===== src/rtl/pong_paddle_pkg.sv =====
// -----------------------------------------------------------------------------
// pong_paddle_pkg
// Shared types and constants for the per-player paddle conditioner.
//   mode_t      : position source select (Y, X, inverted X, paddle controller)
//   state_t     : ownership of vpos (analog slew path or digital ramp)
//   VPOS_CENTER : mid-screen paddle position used at reset
// -----------------------------------------------------------------------------
package pong_paddle_pkg;

  typedef enum logic [1:0] {
    MODE_Y      = 2'd0,
    MODE_X      = 2'd1,
    MODE_INVX   = 2'd2,
    MODE_PADDLE = 2'd3
  } mode_t;

  typedef enum logic {
    ST_ANALOG  = 1'b0,
    ST_DIGITAL = 1'b1
  } state_t;

  localparam logic [7:0] VPOS_CENTER = 8'h80;

endpackage


===== src/rtl/pong_paddle_slew.sv =====
// -----------------------------------------------------------------------------
// pong_paddle_slew
// Combinational one-step limiter: moves cur toward tgt by at most SLEW.
// Parameters:
//   SLEW : maximum step size, 1..255
// Ports:
//   cur [7:0] in  : present position
//   tgt [7:0] in  : desired position
//   nxt [7:0] out : next position (never overshoots tgt, never wraps)
// -----------------------------------------------------------------------------
module pong_paddle_slew #(
  parameter int SLEW = 16
) (
  input  logic [7:0] cur,
  input  logic [7:0] tgt,
  output logic [7:0] nxt
);

  localparam logic signed [8:0] SLEW_S = 9'(SLEW);
  localparam logic [7:0]        SLEW_U = 8'(SLEW);

  logic signed [8:0] diff;

  always_comb begin
    // Both operands are zero-extended, so the 9-bit difference is exact.
    diff = $signed({1'b0, tgt}) - $signed({1'b0, cur});
    nxt  = tgt;
    if (diff > SLEW_S) begin
      nxt = cur + SLEW_U;
    end else if (diff < -SLEW_S) begin
      nxt = cur - SLEW_U;
    end
  end

endmodule


===== src/rtl/pong_paddle_ctrl.sv =====
// -----------------------------------------------------------------------------
// pong_paddle_ctrl
// Per-player paddle position conditioner feeding pong's paddleN_vpos.
// Selects a position source, slew-limits it, and updates only once per frame
// (rising edge of vsync) so the paddle never tears mid-frame.
//
// Optional feature macro: PONG_PADDLE_DIGITAL_EN
//   defined   : joy_up/joy_down can take over and ramp vpos (DIGITAL state)
//   undefined : joystick ignored, always ANALOG, digital_active tied 0
//
// Parameters:
//   SLEW     : max analog-driven vpos change per frame (1..255)
//   STEP     : digital ramp increment per frame
//   DEADBAND : analog movement (vs. snapshot) that hands control back to analog
// Ports:
//   clk_sys        in  : system clock
//   reset          in  : synchronous active-high reset
//   vsync          in  : vertical sync, rising edge is the frame tick
//   mode [1:0]     in  : 0=Y, 1=X, 2=Inv-X, 3=Paddle
//   analog [15:0]  in  : {Y, X}, signed
//   paddle [7:0]   in  : unsigned paddle position
//   joy_up         in  : digital up
//   joy_down       in  : digital down
//   vpos [7:0]     out : conditioned paddle position
//   digital_active out : high while the digital ramp owns vpos
// -----------------------------------------------------------------------------
module pong_paddle_ctrl
  import pong_paddle_pkg::*;
#(
  parameter int SLEW     = 16,
  parameter int STEP     = 4,
  parameter int DEADBAND = 8
) (
  input  logic        clk_sys,
  input  logic        reset,
  input  logic        vsync,
  input  logic [1:0]  mode,
  input  logic [15:0] analog,
  input  logic [7:0]  paddle,
  input  logic        joy_up,
  input  logic        joy_down,
  output logic [7:0]  vpos,
  output logic        digital_active
);

  logic        vs_q;
  logic        tick_p1;
  mode_t       mode_q;
  logic [7:0]  target;
  logic [7:0]  slew_nxt;
  logic [7:0]  vpos_nxt;
  logic        mode_chg;

  assign mode_chg = (mode_t'(mode) != mode_q);

  always_comb begin
    target = paddle;
    unique case (mode_t'(mode))
      MODE_Y:      target = analog[15:8] + 8'h80;
      MODE_X:      target = analog[7:0] + 8'h80;
      MODE_INVX:   target = analog[7:0] ^ 8'h7F;
      MODE_PADDLE: target = paddle;
    endcase
  end

  pong_paddle_slew #(
    .SLEW (SLEW)
  ) u_slew (
    .cur (vpos),
    .tgt (target),
    .nxt (slew_nxt)
  );

  // Edge detect: vsync sampled at edge n registers tick_p1, the update lands
  // at edge n+1. Reset clears tick_p1 so a pending tick is discarded.
  always_ff @(posedge clk_sys) begin
    if (reset) begin
      vs_q    <= 1'b0;
      tick_p1 <= 1'b0;
      mode_q  <= MODE_Y;
      vpos    <= VPOS_CENTER;
    end else begin
      vs_q    <= vsync;
      tick_p1 <= vsync & ~vs_q;
      if (tick_p1) begin
        mode_q <= mode_t'(mode);
        vpos   <= vpos_nxt;
      end
    end
  end

`ifdef PONG_PADDLE_DIGITAL_EN

  localparam logic [8:0] STEP9     = 9'(STEP);
  localparam logic [8:0] DEADBAND9 = 9'(DEADBAND);

  state_t          state;
  state_t          state_nxt;
  logic [7:0]      snap;
  logic [7:0]      snap_nxt;
  logic signed [8:0] snap_diff;
  logic [8:0]      snap_dist;

  function automatic logic [7:0] ramp_up_sat(input logic [7:0] v);
    logic [8:0] s;
    s = {1'b0, v} + STEP9;
    return s[8] ? 8'hFF : s[7:0];
  endfunction

  function automatic logic [7:0] ramp_down_sat(input logic [7:0] v);
    logic [8:0] s;
    s = {1'b0, v} - STEP9;
    // Borrow out of the 9-bit subtract means the result went below zero.
    return s[8] ? 8'h00 : s[7:0];
  endfunction

  always_ff @(posedge clk_sys) begin
    if (reset) begin
      state <= ST_ANALOG;
      snap  <= VPOS_CENTER;
    end else if (tick_p1) begin
      state <= state_nxt;
      snap  <= snap_nxt;
    end
  end

  always_comb begin
    snap_diff = $signed({1'b0, target}) - $signed({1'b0, snap});
    snap_dist = snap_diff[8] ? 9'(-snap_diff) : 9'(snap_diff);
  end

  always_comb begin
    state_nxt = state;
    snap_nxt  = snap;
    vpos_nxt  = vpos;
    if (mode_chg) begin
      vpos_nxt  = target;
      state_nxt = ST_ANALOG;
      snap_nxt  = target;
    end else begin
      unique case (state)
        ST_ANALOG: begin
          if (joy_up ^ joy_down) begin
            // Hand-over tick: vpos holds, snapshot records the analog target.
            state_nxt = ST_DIGITAL;
            snap_nxt  = target;
          end else begin
            vpos_nxt = slew_nxt;
          end
        end
        ST_DIGITAL: begin
          if (snap_dist > DEADBAND9) begin
            state_nxt = ST_ANALOG;
          end else if (joy_up && !joy_down) begin
            vpos_nxt = ramp_up_sat(vpos);
          end else if (joy_down && !joy_up) begin
            vpos_nxt = ramp_down_sat(vpos);
          end
        end
      endcase
    end
  end

  assign digital_active = (state == ST_DIGITAL);

`else

  logic unused_joy;
  assign unused_joy = joy_up ^ joy_down;

  // STEP and DEADBAND only shape the digital ramp; this empty block keeps
  // them referenced when that path is compiled out.
  if (STEP < 0 || DEADBAND < 0) begin : g_digital_params_idle
  end

  always_comb begin
    vpos_nxt = mode_chg ? target : slew_nxt;
  end

  assign digital_active = 1'b0;

`endif

endmodule

===== config.mk =====
export PLATFORM = sky130hd
export DESIGN_NAME = pong_paddle_ctrl
export DESIGN_NICKNAME = d
export VERILOG_FILES = /design/src/rtl/pong_paddle_pkg.sv /design/src/rtl/pong_paddle_slew.sv /design/src/rtl/pong_paddle_ctrl.sv
export SDC_FILE = /design/constraint.sdc
export NUM_CORES = 1
export LEC_CHECK = 0
export BUFFER_PORTS_ARGS = -buffer_cell sky130_fd_sc_hd__buf_2
export CAP_MARGIN = 5
export CORE_MARGIN = 3
export CORE_UTILIZATION = 25
export DETAILED_ROUTE_END_ITERATION = 12
export GPL_TIMING_DRIVEN = 0
export PLACE_DENSITY = 0.47
export SLEW_MARGIN = 20
export SYNTH_ARGS = -nofsm -noshare
export SYNTH_HDL_FRONTEND = slang
export SYNTH_HIERARCHICAL = 1
export SYNTH_SLANG_ARGS = --single-unit

===== constraint.sdc =====
create_clock -name clk_sys -period 3.55 [get_ports clk_sys]
set_clock_uncertainty 0.05 [all_clocks]
set_input_delay 0 -clock clk_sys [delete_from_list [all_inputs] [get_ports clk_sys]]
set_output_delay 0 -clock clk_sys [all_outputs]
set_load 0.02 [all_outputs]

-- Word-level counts from Yosys, hierarchy flattened
Index checks and enable logic that the tools add are counted.
- eq/ne operators: 4
- add/sub/neg operators: 5
- multiplexer cells: 4
- bitwise operators: 3
- order comparisons: 2
- reduce and logical (&&, ||, !) cells: 1
- operators with widths (operator ; count):
    one-hot mux 8 bit (4 select lines) ; 1
    two-way mux 8 bit ; 3
    adder 8 bit (second input constant) ; 2
    greater-than comparator 9 x 6 -> 1 bit (second input constant) ; 1
    less-than comparator 9 x 5 -> 1 bit (second input constant) ; 1
    subtractor 8 x 8 -> 9 bit ; 1
    adder 8 x 5 -> 8 bit (second input constant) ; 1
    subtractor 8 x 5 -> 8 bit (second input constant) ; 1
    inverter 7 bit ; 1
    == test 2 bit (second input constant) ; 2
    == test 2 x 1 -> 1 bit (second input constant) ; 1
    logical NOT 2 bit ; 1
    inequality test 2 bit ; 1
    AND 1 bit ; 1
    inverter 1 bit ; 1
- word-level logic and storage cells: 23
- flip-flop bits (word level): 12
- output and inout port bits: 9

-- Logic depth before layout (Yosys ltp)
Gate-level depths: netlist of run 1.
- depth after elaboration: 7
- gate-level depth with buffers: 18

-- Hierarchy
Netlist of run 1, hierarchy kept.
- by module, submodules not included (module ; cells an instance ; area each (um^2) ; times used ; seq. area each (um^2)):
    pong_paddle_ctrl ; 91 ; 790.8 ; 1 ; 240.2
    pong_paddle_slew ; 94 ; 743.2 ; 1 ; 0.0

-- Least setup slack after synthesis of run 1
No wires, ideal clock.
- path type: input -> register
- start point: input port mode[1]
- end point: register vpos[0]
- stages: 17
- slack: 0.316 ns
- data required time: 3.386 ns
- library setup time: 0.114 ns
- path buffers: 3
- data arrival time: 3.070 ns
- cells stage by stage: buf_6 > buf_4 > mux2i_1 > a21oi_1 > inv_1 > ha_1 > fa_1 > nand2b_1 > a211oi_1 > o21a_1 > o21ai_1 > and2_1 > clkbuf_1 > o21ai_4 > mux2_4 > a22o_1 > a21o_1
- longest elaborated chain between the ends: 7
- ends and longest elaborated chain (what ; RTL line ; source):
    from (decl) ; pong_paddle_ctrl.sv:37 ; input logic [1:0] mode,
    == test 2 bit (tied with other cells) ; pong_paddle_ctrl.sv:58 ; unique case (mode_t'(mode))
    one-hot mux 8 bit (4 select lines) * ; pong_paddle_ctrl.sv:58 ;
    named net target[0] ; pong_paddle_ctrl.sv:49 ; logic [7:0] target;
    subtractor 8 x 8 -> 9 bit ; pong_paddle_slew.sv:26 ; diff = $signed({1'b0, tgt}) - $signed({1'b0, cur});
    less-than comparator 9 x 5 -> 1 bit ; pong_paddle_slew.sv:30 ; end else if (diff < -SLEW_S) begin
    two-way mux 8 bit ; pong_paddle_slew.sv:30 ;
    two-way mux 8 bit * ; pong_paddle_slew.sv:28 ; if (diff > SLEW_S) begin
    named net slew_nxt[0] ; pong_paddle_ctrl.sv:50 ; logic [7:0] slew_nxt;
    two-way mux 8 bit * ; pong_paddle_ctrl.sv:177 ; vpos_nxt = mode_chg ? target : slew_nxt;
    to (signal assigned) ; pong_paddle_ctrl.sv:87 ; vpos <= vpos_nxt;
    to (decl) ; pong_paddle_ctrl.sv:42 ; output logic [7:0] vpos,
The timed path passes the listed nets; every way through them passes the cells marked *.
A chain may end at the register's enable or synchronous reset.

-- Final worst setup path of run 1
Same ends and word-level chain as after synthesis.

==> summary.txt, run 1 <==
Run status
  – Status: finished, final reports clean

Hold path
  – Hold Startpoint: analog[7]
  – Worst Hold Class: primary input to flip-flop
  – Hold path cells: 4
  – Hold path endpoint: vpos[7]$_SDFFE_PP1P_

Worst setup path
  – Critical Path Max Stage Delay: 0.40 ns
  – Worst-path maximum fanout: 10
  – Cells on worst reg2reg path: 12
  – WP buf/inv: 4
  – Reg-to-Reg Start: vpos[5]$_SDFFE_PP0P_
  – Critical Path, Cell by Cell: buf_6 > buf_4 > mux2i_1 > a21oi_2 > inv_1 > ha_1 > fa_1 > nand2b_1 > a211oi_2 > o21a_1 > o21ai_1 > and2_1 > clkbuf_1 > o21ai_4 > mux2_4 > a22o_1 > a21o_1
  – Worst EP arrival: 3.37 ns
  – Crit. End Element: flip-flop
  – Reg2Reg Setup Slack: 0.30 ns
  – Required time of the critical path: 3.64 ns
  – CP Class: primary input to flip-flop
  – CP delay by family, top: compound AO/OA/AOI/OAI gates
  – Crit start category: primary input
  – RR Endpoint: vpos[0]$_SDFFE_PP0P_
  – Slowest cell on crit path: fa_1

GRT
  – First-pass GRT wire length: 6.44 mm
  – Overflow after GRT: 0
  – Initial antenna violation count: 0
  – Pin count of the biggest net entering global routing: 11
  – Vias in the first global route: 1,447
  – Total GRT Usage: 0.106

Power and ir drop
  – Power Density: between 300 and 400 mW/mm^2
  – Leakage power: 0.923 nW
  – Total power draw: 0.658 mW
  – Worst VDD drop: 0.199 mV

STA
  – Slew Limit Fails: 0
  – Final period demand of the worst path: about 3.3 ns
  – Final hold vios: 0
  – Worst-Margin Slew: 0.671 ns
  – Worst rel slew slack: 0.553
  – Max Fclk: ~300 MHz
  – Final Cycle Share: 0.925
  – RSZ-0062 raised after global routing: false
  – # setup viols final: 0

Drt
  – 1st-pass router iterations: 4
  – Residual DRC: 0
  – Vias/cell: approximately 4.8
  – Antenna violation net count after detailed routing: 0
  – Total number of vias: about 1,400
  – Drt wl/cell: between 10 and 15 um
  – Final wirelength: 3.64 mm
  – DR iter-0 viols: 25

Synth
  – Distinct cell type count after synthesis: 46
  – Synth top area share: 0.157
  – Sequential area share after synthesis: 0.157
  – Primary FF master, synth: dfxtp_1
  – Dominant cell type by area after synthesis: dfxtp_1
  – Mapped Cells: 185
  – Avg Inst Size Synth: 8.29 sq um
  – Ys async rst share: 0
  – Top post-synthesis cells by count: nor2b_1 (17), inv_1 (15), mux2i_1 (14)
  – Most frequent cell after synthesis: nor2b_1
  – Synth warnings: 6
  – Top cells by area, synth: dfxtp_1 (16%), mux2i_1 (9.1%), ha_1 (8.2%)
  – Synthesized area: 0.00153 sq mm
  – Post-synth net total: 227
  – Yosys reg bits: 12
  – EDFF count, synth: 0

Placed design
  – Placer Congestion: 0.723
  – Cell Area, Placed: 0.00179 sq mm
  – Post-DP HPWL: 3.05 mm
  – Number of port buffers: 34
  – Dpl cells: 291

Clocking
  – Clock sinks: 12
  – CTS max path bufs: 2
  – Total CTS buffers: 3
  – H-tree depth: 1
  – CTS Root Buffer Type: clkbuf_8
  – CTS tree: yes
  – Reg clk slew, reported paths: 0.05 ns
  – Worst skew pair latency: 0.24 ns

Cells and area
  – Final Cell Area: 0.00189 sq mm
  – Ant diodes: 0
  – Layout cells sized above 1: 0.265
  – Fin cells: 298
  – Fin nets: 269
  – Area added between synthesis and finish: 22.9%

Flow run
  – Max-cap violation count: 0

Floorplan
  – Chip height: 84.3 um
  – Starting Density: 0.269
  – Core box area: 0.00571 sq mm
  – I/O pins: 40
  – Area of the die: between 0.007 and 0.008 sq mm
  – Die boundary width: 84.3 um
  – Cell Rows: 27
-- logic make-up (layout without fill, tap and decap cells) --
family	Yosys count	in the layout	synth area share
simple gates	59	59	0.219
flops	12	12	0.157
other cells	1	1	0.00244
buf+inv	25	66	0.0913
xor+xnor	8	8	0.0457
compound gates	51	51	0.259
mux	18	18	0.131
fa+ha+maj	11	11	0.0946
-- tightest hold or removal path: cells and delay by family --
family,cells,cell delay [ns]
buffers and inverters,1,0.09
AO/OA/AOI/OAI,3,0.36
-- repair_timing --
item                                   CTS  global route
hold buffers                             2             0
buffers inserted                         0             1
resized for setup                        0             2
setup endpoints to repair                0             4
endpoints found under the hold margin    3             0
-- where the power goes --
part           internal (mW)  leakage, nW  switching [mW]  total [mW]
clock                 0.0980       0.0288          0.0507       0.149
sequential             0.144       0.0982          0.0113       0.155
combinational          0.169        0.796           0.186       0.354
total                  0.410        0.923           0.247       0.658
-- cells in the final DEF, fill, tap and decap left out, drive strengths merged, types with 2 or more instances in the layout --
| cell | synthesis | final |
|---|---|---|
| o21ai | 7 | 7 |
| nor3 | 12 | 12 |
| a2111oi | 2 | 2 |
| clkbuf | 1 | 5 |
| mux2 | 4 | 4 |
| and3b | 2 | 2 |
| nor2b | 17 | 17 |
| buf | 9 | 44 |
| dlygate4sd3 | 0 | 2 |
| a211oi | 3 | 3 |
| a22o | 7 | 7 |
| nand3 | 3 | 3 |
| mux2i | 14 | 14 |
| ha | 10 | 10 |
| a21oi | 13 | 13 |
| dfxtp | 12 | 12 |
| nand2 | 5 | 5 |
| nor2 | 8 | 8 |
| xor2 | 4 | 4 |
| and2b | 4 | 4 |
| xnor2 | 4 | 4 |
| a21o | 10 | 10 |
| nand2b | 4 | 4 |
| inv | 15 | 15 |
-- state kept, by name, indices dropped and copies added, names as in the netlist --
| register | flops |
|---|---|
| tick_p1 | 1 |
| mode_q | 2 |
| vpos | 8 |
| vs_q | 1 |
-- metal layers --
layer	GRT usage	vias up	wire, um
li1	-	737	-
met1	0.138	668	1770
met2	0.182	18	1740
met3	0.0275	2	119
met4	0.00863	0	7
met5	0	-	0
-- stage by stage --
| stage | hold slack, ns | util | setup slack (ns) | setup TNS, ns |
|---|---|---|---|---|
| 6_report | 0.219 | 0.330 | 0.266 | 0 |
| 5_1_grt | 0.265 | 0.330 | 0.0173 | 0 |
| 4_1_cts | 0.223 | 0.327 | 0.141 | 0 |
| 3_5_place_dp | 0.202 | 0.314 | -0.106 | -0.420 |
| 3_3_place_gp | 0.196 | 0.314 | -0.119 | -0.457 |
| 2_1_floorplan | 0.0224 | - | 0.316 | 0 |
-- area by class of cell --
cell class / count / area [sq um]
fillers: 610 / 3820
repair buffers: 37 / 198
multi-input cells: 148 / 1160
clock buffers: 4 / 55.1
well taps: 72 / 90.1
flip-flops and latches: 12 / 240
inverters: 15 / 56.3
plain buffers: 10 / 83.8
-- how the worst max path moves through the flow --
stage	depth (start not counted)	start	slack [ns]	end
4_1_cts	17	mode[1]	0.14	vpos[0]$_SDFFE_PP0P_
5_1_grt	12	vpos[4]$_SDFFE_PP0P_	0.02	vpos[0]$_SDFFE_PP0P_
3_3_place_gp	17	mode[1]	-0.12	vpos[0]$_SDFFE_PP0P_
2_1_floorplan	17	mode[1]	0.32	vpos[0]$_SDFFE_PP0P_
6_report	17	mode[1]	0.27	vpos[0]$_SDFFE_PP0P_
3_5_place_dp	17	mode[1]	-0.11	vpos[3]$_SDFFE_PP0P_
(Power assumes the default switching activity.)
==> inputs of run 2 (changes only) <==
--- a/config.mk
+++ b/config.mk
@@ -5,13 +5,14 @@
 export SDC_FILE = /design/constraint.sdc
 export NUM_CORES = 1
 export LEC_CHECK = 0
+export ABC_AREA = 1
 export BUFFER_PORTS_ARGS = -buffer_cell sky130_fd_sc_hd__buf_2
 export CAP_MARGIN = 5
 export CORE_MARGIN = 3
 export CORE_UTILIZATION = 25
 export DETAILED_ROUTE_END_ITERATION = 12
 export GPL_TIMING_DRIVEN = 0
-export PLACE_DENSITY = 0.47
+export PLACE_DENSITY = 0.46
 export SLEW_MARGIN = 20
 export SYNTH_ARGS = -nofsm -noshare
 export SYNTH_HDL_FRONTEND = slang
==> constraint.sdc (replaced) <==
create_clock -name clk_sys -period 4.15 [get_ports clk_sys]
set_clock_uncertainty 0.05 [all_clocks]
set_input_delay 0 -clock clk_sys [delete_from_list [all_inputs] [get_ports clk_sys]]
set_output_delay 0 -clock clk_sys [all_outputs]
set_load 0.02 [all_outputs]
==> run 2 against run 1 <==
Flip-flop and latch count did not move. Clock power fell by 31%. Critical endpoint is now vpos[7]$_SDFFE_PP1P_. Sequential power fell by 15%. Synthesized area rose by 11%. Die area rose by 10%. Core utilization fell by 1.3 points. Final cell count rose by 41%. Clock-buffer cell count fell by 1. Register-to-register slack improved by 1.4 ns. Sequential share of layout area fell by 1.0 points. Global-route usage rose by 0.98 points. Critical path type unchanged. Worst hold slack got worse by 0.21 ns.
==> summary.txt, run 2 <==
Worst setup path
  – CP delay by family, top: simple AND/OR/NAND/NOR gates
  – Reg-to-Reg Start: vpos[5]$_SDFFE_PP0P_
  – WP buf/inv: 4 (unchanged)
  – Cells on worst reg2reg path: 17 (+5)
  – Worst-path maximum fanout: 10 (unchanged)
  – Slowest cell on crit path: fa_1
  – Critical Path, Cell by Cell: buf_2 > buf_6 > nor2_4 > nand2_1 > nand2_1 > inv_1 > ha_1 > fa_1 > inv_1 > nand2_1 > nand2_1 > nand2_1 > nand3_1 > nand2_1 > nor2_1 > nand2_2 > nand2_4 > nand2_1 > nand3_1 > nand2_1 > nand3b_1 > nand3_1 > nand2_1
  – CP Class: primary input to flip-flop
  – Worst EP arrival: 2.58 ns (-0.79 ns)
  – Crit start category: primary input
  – RR Endpoint: vpos[7]$_SDFFE_PP1P_
  – Required time of the critical path: 4.23 ns (+0.59 ns)
  – Reg2Reg Setup Slack: 1.74 ns (+1.44 ns)
  – Critical Path Max Stage Delay: 0.40 ns (about the same)
  – CP most frequent cell: nand2_1
  – Crit. End Element: flip-flop

Clocking
  – CTS tree: yes
  – Post-CTS Setup Bufs: 0 (unchanged)
  – CTS max path bufs: 2 (unchanged)
  – Worst skew pair latency: 0.23 ns (about the same)
  – CTS Root Buffer Type: clkbuf_8
  – Clock sinks: 12 (unchanged)
  – Reg clk slew, reported paths: 0.05 ns (about the same)
  – Total CTS buffers: 3 (unchanged)
  – # resized after CTS: 0 (unchanged)
  – H-tree depth: 1 (unchanged)
  – Hold Buf Count CTS: 3 (+1)

STA
  – Final period demand of the worst path: 2.50 ns
  – Final hold vios: 0 (unchanged)
  – Setup TNS: 0 ns (unchanged)
  – Hold slack: 0.00648 ns (-0.213 ns)
  – Fin worst setup slack: 1.65 ns (+1.39 ns)
  – # setup viols final: 0 (unchanged)
  – RSZ-0062 raised after global routing: false
  – Max Fclk: 400 MHz
  – Final Cycle Share: 0.602
  – Slew Limit Fails: 0 (unchanged)

Synth
  – Top cells by area, synth: nand2_1 (27%), dfxtp_1 (14%), inv_1 (13%)
  – Primary FF master, synth: dfxtp_1
  – Top post-synthesis cells by count: nand2_1 (123), inv_1 (58), nand3_1 (29)
  – Synth top area share: 0.271 (+0.115)
  – Yosys reg bits: 12 (unchanged)
  – Avg Inst Size Synth: 5.68 sq um (-32%)
  – Most frequent cell after synthesis: nand2_1
  – Mapped Cells: 300 (+62%)
  – Dominant cell type by area after synthesis: nand2_1
  – EDFF count, synth: 0 (unchanged)
  – Synthesized area: 0.00170 sq mm (+11%)
  – Ys async rst share: 0 (unchanged)
  – Synth warnings: 6 (unchanged)
  – Sequential area share after synthesis: 0.141 (-0.0155)
  – Post-synth net total: 342 (+51%)
  – Distinct cell type count after synthesis: 25 (-46%)

GRT
  – Initial antenna violation count: 0 (unchanged)
  – Pin count of the biggest net entering global routing: 11 (unchanged)
  – Vias in the first global route: 1,692 (+17%)
  – Total GRT Usage: 0.115 (+0.00980)
  – Overflow after GRT: 0 (unchanged)
  – First-pass GRT wire length: 7.38 mm (+15%)

Cells and area
  – Ant diodes: 0 (unchanged)
  – Most flops, register: vpos
  – Fin cells: 419 (+41%)
  – Fin nets: 386 (+43%)
  – Biggest regs: vpos (8), mode_q (2)
  – Commonest non-fill, non-tap cell in the layout: nand2_1
  – Leading cell types in the layout, fill and taps excluded: nand2_1 (123), inv_1 (58), buf_2 (36)
  – Fill count: 737 (+21%)
  – Max reg flops: 8 (unchanged)
  – Layout cells sized above 1: 0.216 (-0.0491)
  – Area added between synthesis and finish: 20.4%

Flow run
  – Max-cap violation count: 0 (unchanged)

Placed design
  – Placer Congestion: 0.780 (+7.9%)
  – Dpl cells: 413 (+42%)
  – Post-DP HPWL: 3.46 mm (+13%)
  – Post-place setup slack: 1.38 ns (+1.48 ns)
  – Number of port buffers: 36 (+5.9%)

Floorplan
  – Area of the die: 0.00784 sq mm (+10%)
  – Die boundary width: 88.5 um (+5.0%)
  – I/O pins: 40 (unchanged)
  – Chip height: 88.5 um (+5.0%)
  – Core box area: 0.00646 sq mm (+13%)
  – Starting Density: 0.264 (-0.00503)
  – Cell Rows: 29 (+7.4%)

Drt
  – Residual DRC: 0 (unchanged)
  – Final wirelength: 4.13 mm (+14%)
  – Vias/cell: 4.24 (-11%)
  – Antenna violation net count after detailed routing: 0 (unchanged)
  – Drt wl/cell: 9.86 um (-19%)
  – 1st-pass router iterations: 4 (unchanged)
  – DR iter-0 viols: 42 (+68%)
  – Total number of vias: 1,778 (+25%)

Hold path
  – Worst Hold Class: primary input to flip-flop
  – Hold Startpoint: mode[1]
  – Hold path cells: 3 (-1)
  – Hold path endpoint: mode_q[1]$_SDFFE_PP0P_

Power and ir drop
  – Power Density: 276 mW/mm^2 (-21%)
  – Worst VDD drop: 0.114 mV (-43%)
  – Leakage power: 1.23 nW (+33%)

Run status
  – Status: finished, final reports clean
[run 2: cell types whose count changed after synthesis, sizes merged, moves of 4 or more]
cell | previous run | this run
inv | 15 | 61
mux2 | 4 | 0
o21ai | 7 | 11
nand2b | 4 | 0
and2b | 4 | 0
nor3 | 12 | 2
nand2 | 5 | 133
nand3 | 3 | 33
buf | 9 | 5
a22o | 7 | 0
nor2b | 17 | 0
mux2i | 14 | 0
a21o | 10 | 0
[run 2: area by class of cell]
cell class | count | area [sq um] | share of cell area
inverters | 61 | 229 | 0.112
repair buffers | 39 | 210 | 0.103
clock buffers | 3 | 41.3 | 0.0201
plain buffers | 5 | 52.6 | 0.0256
multi-input cells | 222 | 1180 | 0.576
flip-flops and latches | 12 | 240 | 0.117
well taps | 77 | 96.3 | 0.0470
[run 2: per-layer routing]
| metal | vias up | part of all wire | GRT usage |
|---|---|---|---|
| li1 | 988 | - | - |
| met1 | 747 | 0.50 | 0.148 |
| met2 | 39 | 0.45 | 0.205 |
| met3 | 4 | 0.042 | 0.0112 |
| met4 | 0 | 0.011 | 0.0330 |
| met5 | - | 0 | 0 |
[run 2: worst max path at each step]
stage	slack [ns]	start	cells past startpoint	to
detailed placement	1.38	mode[0]	23	vpos[7]$_SDFFE_PP1P_
global placement	1.34	mode[0]	23	vpos[7]$_SDFFE_PP1P_
floorplan	1.83	mode[0]	22	vpos[7]$_SDFFE_PP1P_
finish	1.65	mode[0]	23	vpos[7]$_SDFFE_PP1P_
CTS	1.63	mode[0]	23	vpos[7]$_SDFFE_PP1P_
global route	1.34	mode[0]	24	vpos[5]$_SDFFE_PP0P_
[run 2: logic make-up after synthesis]
logic type | after synthesis | synth area share
AOI/OAI and AO/OA | 23 | 0.0852
buffers and inverters | 66 | 0.165
and+or+nand+nor | 181 | 0.490
DFF | 12 | 0.141
other | 1 | 0.00220
xor gates and xnor gates | 6 | 0.0309
adders and majority gates | 11 | 0.0852
[run 2: metrics by stage]
step | instance area [sq um] | power, mW | util
6_report | 2050 | 0.566 | 0.318
3_3_place_gp | 1980 | 0.464 | 0.306
5_1_grt | 2050 | 0.627 | 0.318
2_1_floorplan | 1700 | 0.394 | -
4_1_cts | 2050 | 0.575 | 0.318
3_5_place_dp | 1980 | 0.464 | 0.306
[run 2: where the power goes]
part,switching (mW),total [mW],internal (mW),leakage (nW)
sequential,0.00872,0.132,0.123,0.0989
clock,0.0394,0.103,0.0637,0.0216
combinational,0.207,0.331,0.125,1.11
total,0.255,0.566,0.311,1.23
[run 2: tightest hold or removal path, cell delays in order]
cell     delay, ns
buf_2         0.12
inv_1         0.06
a21oi_1       0.06
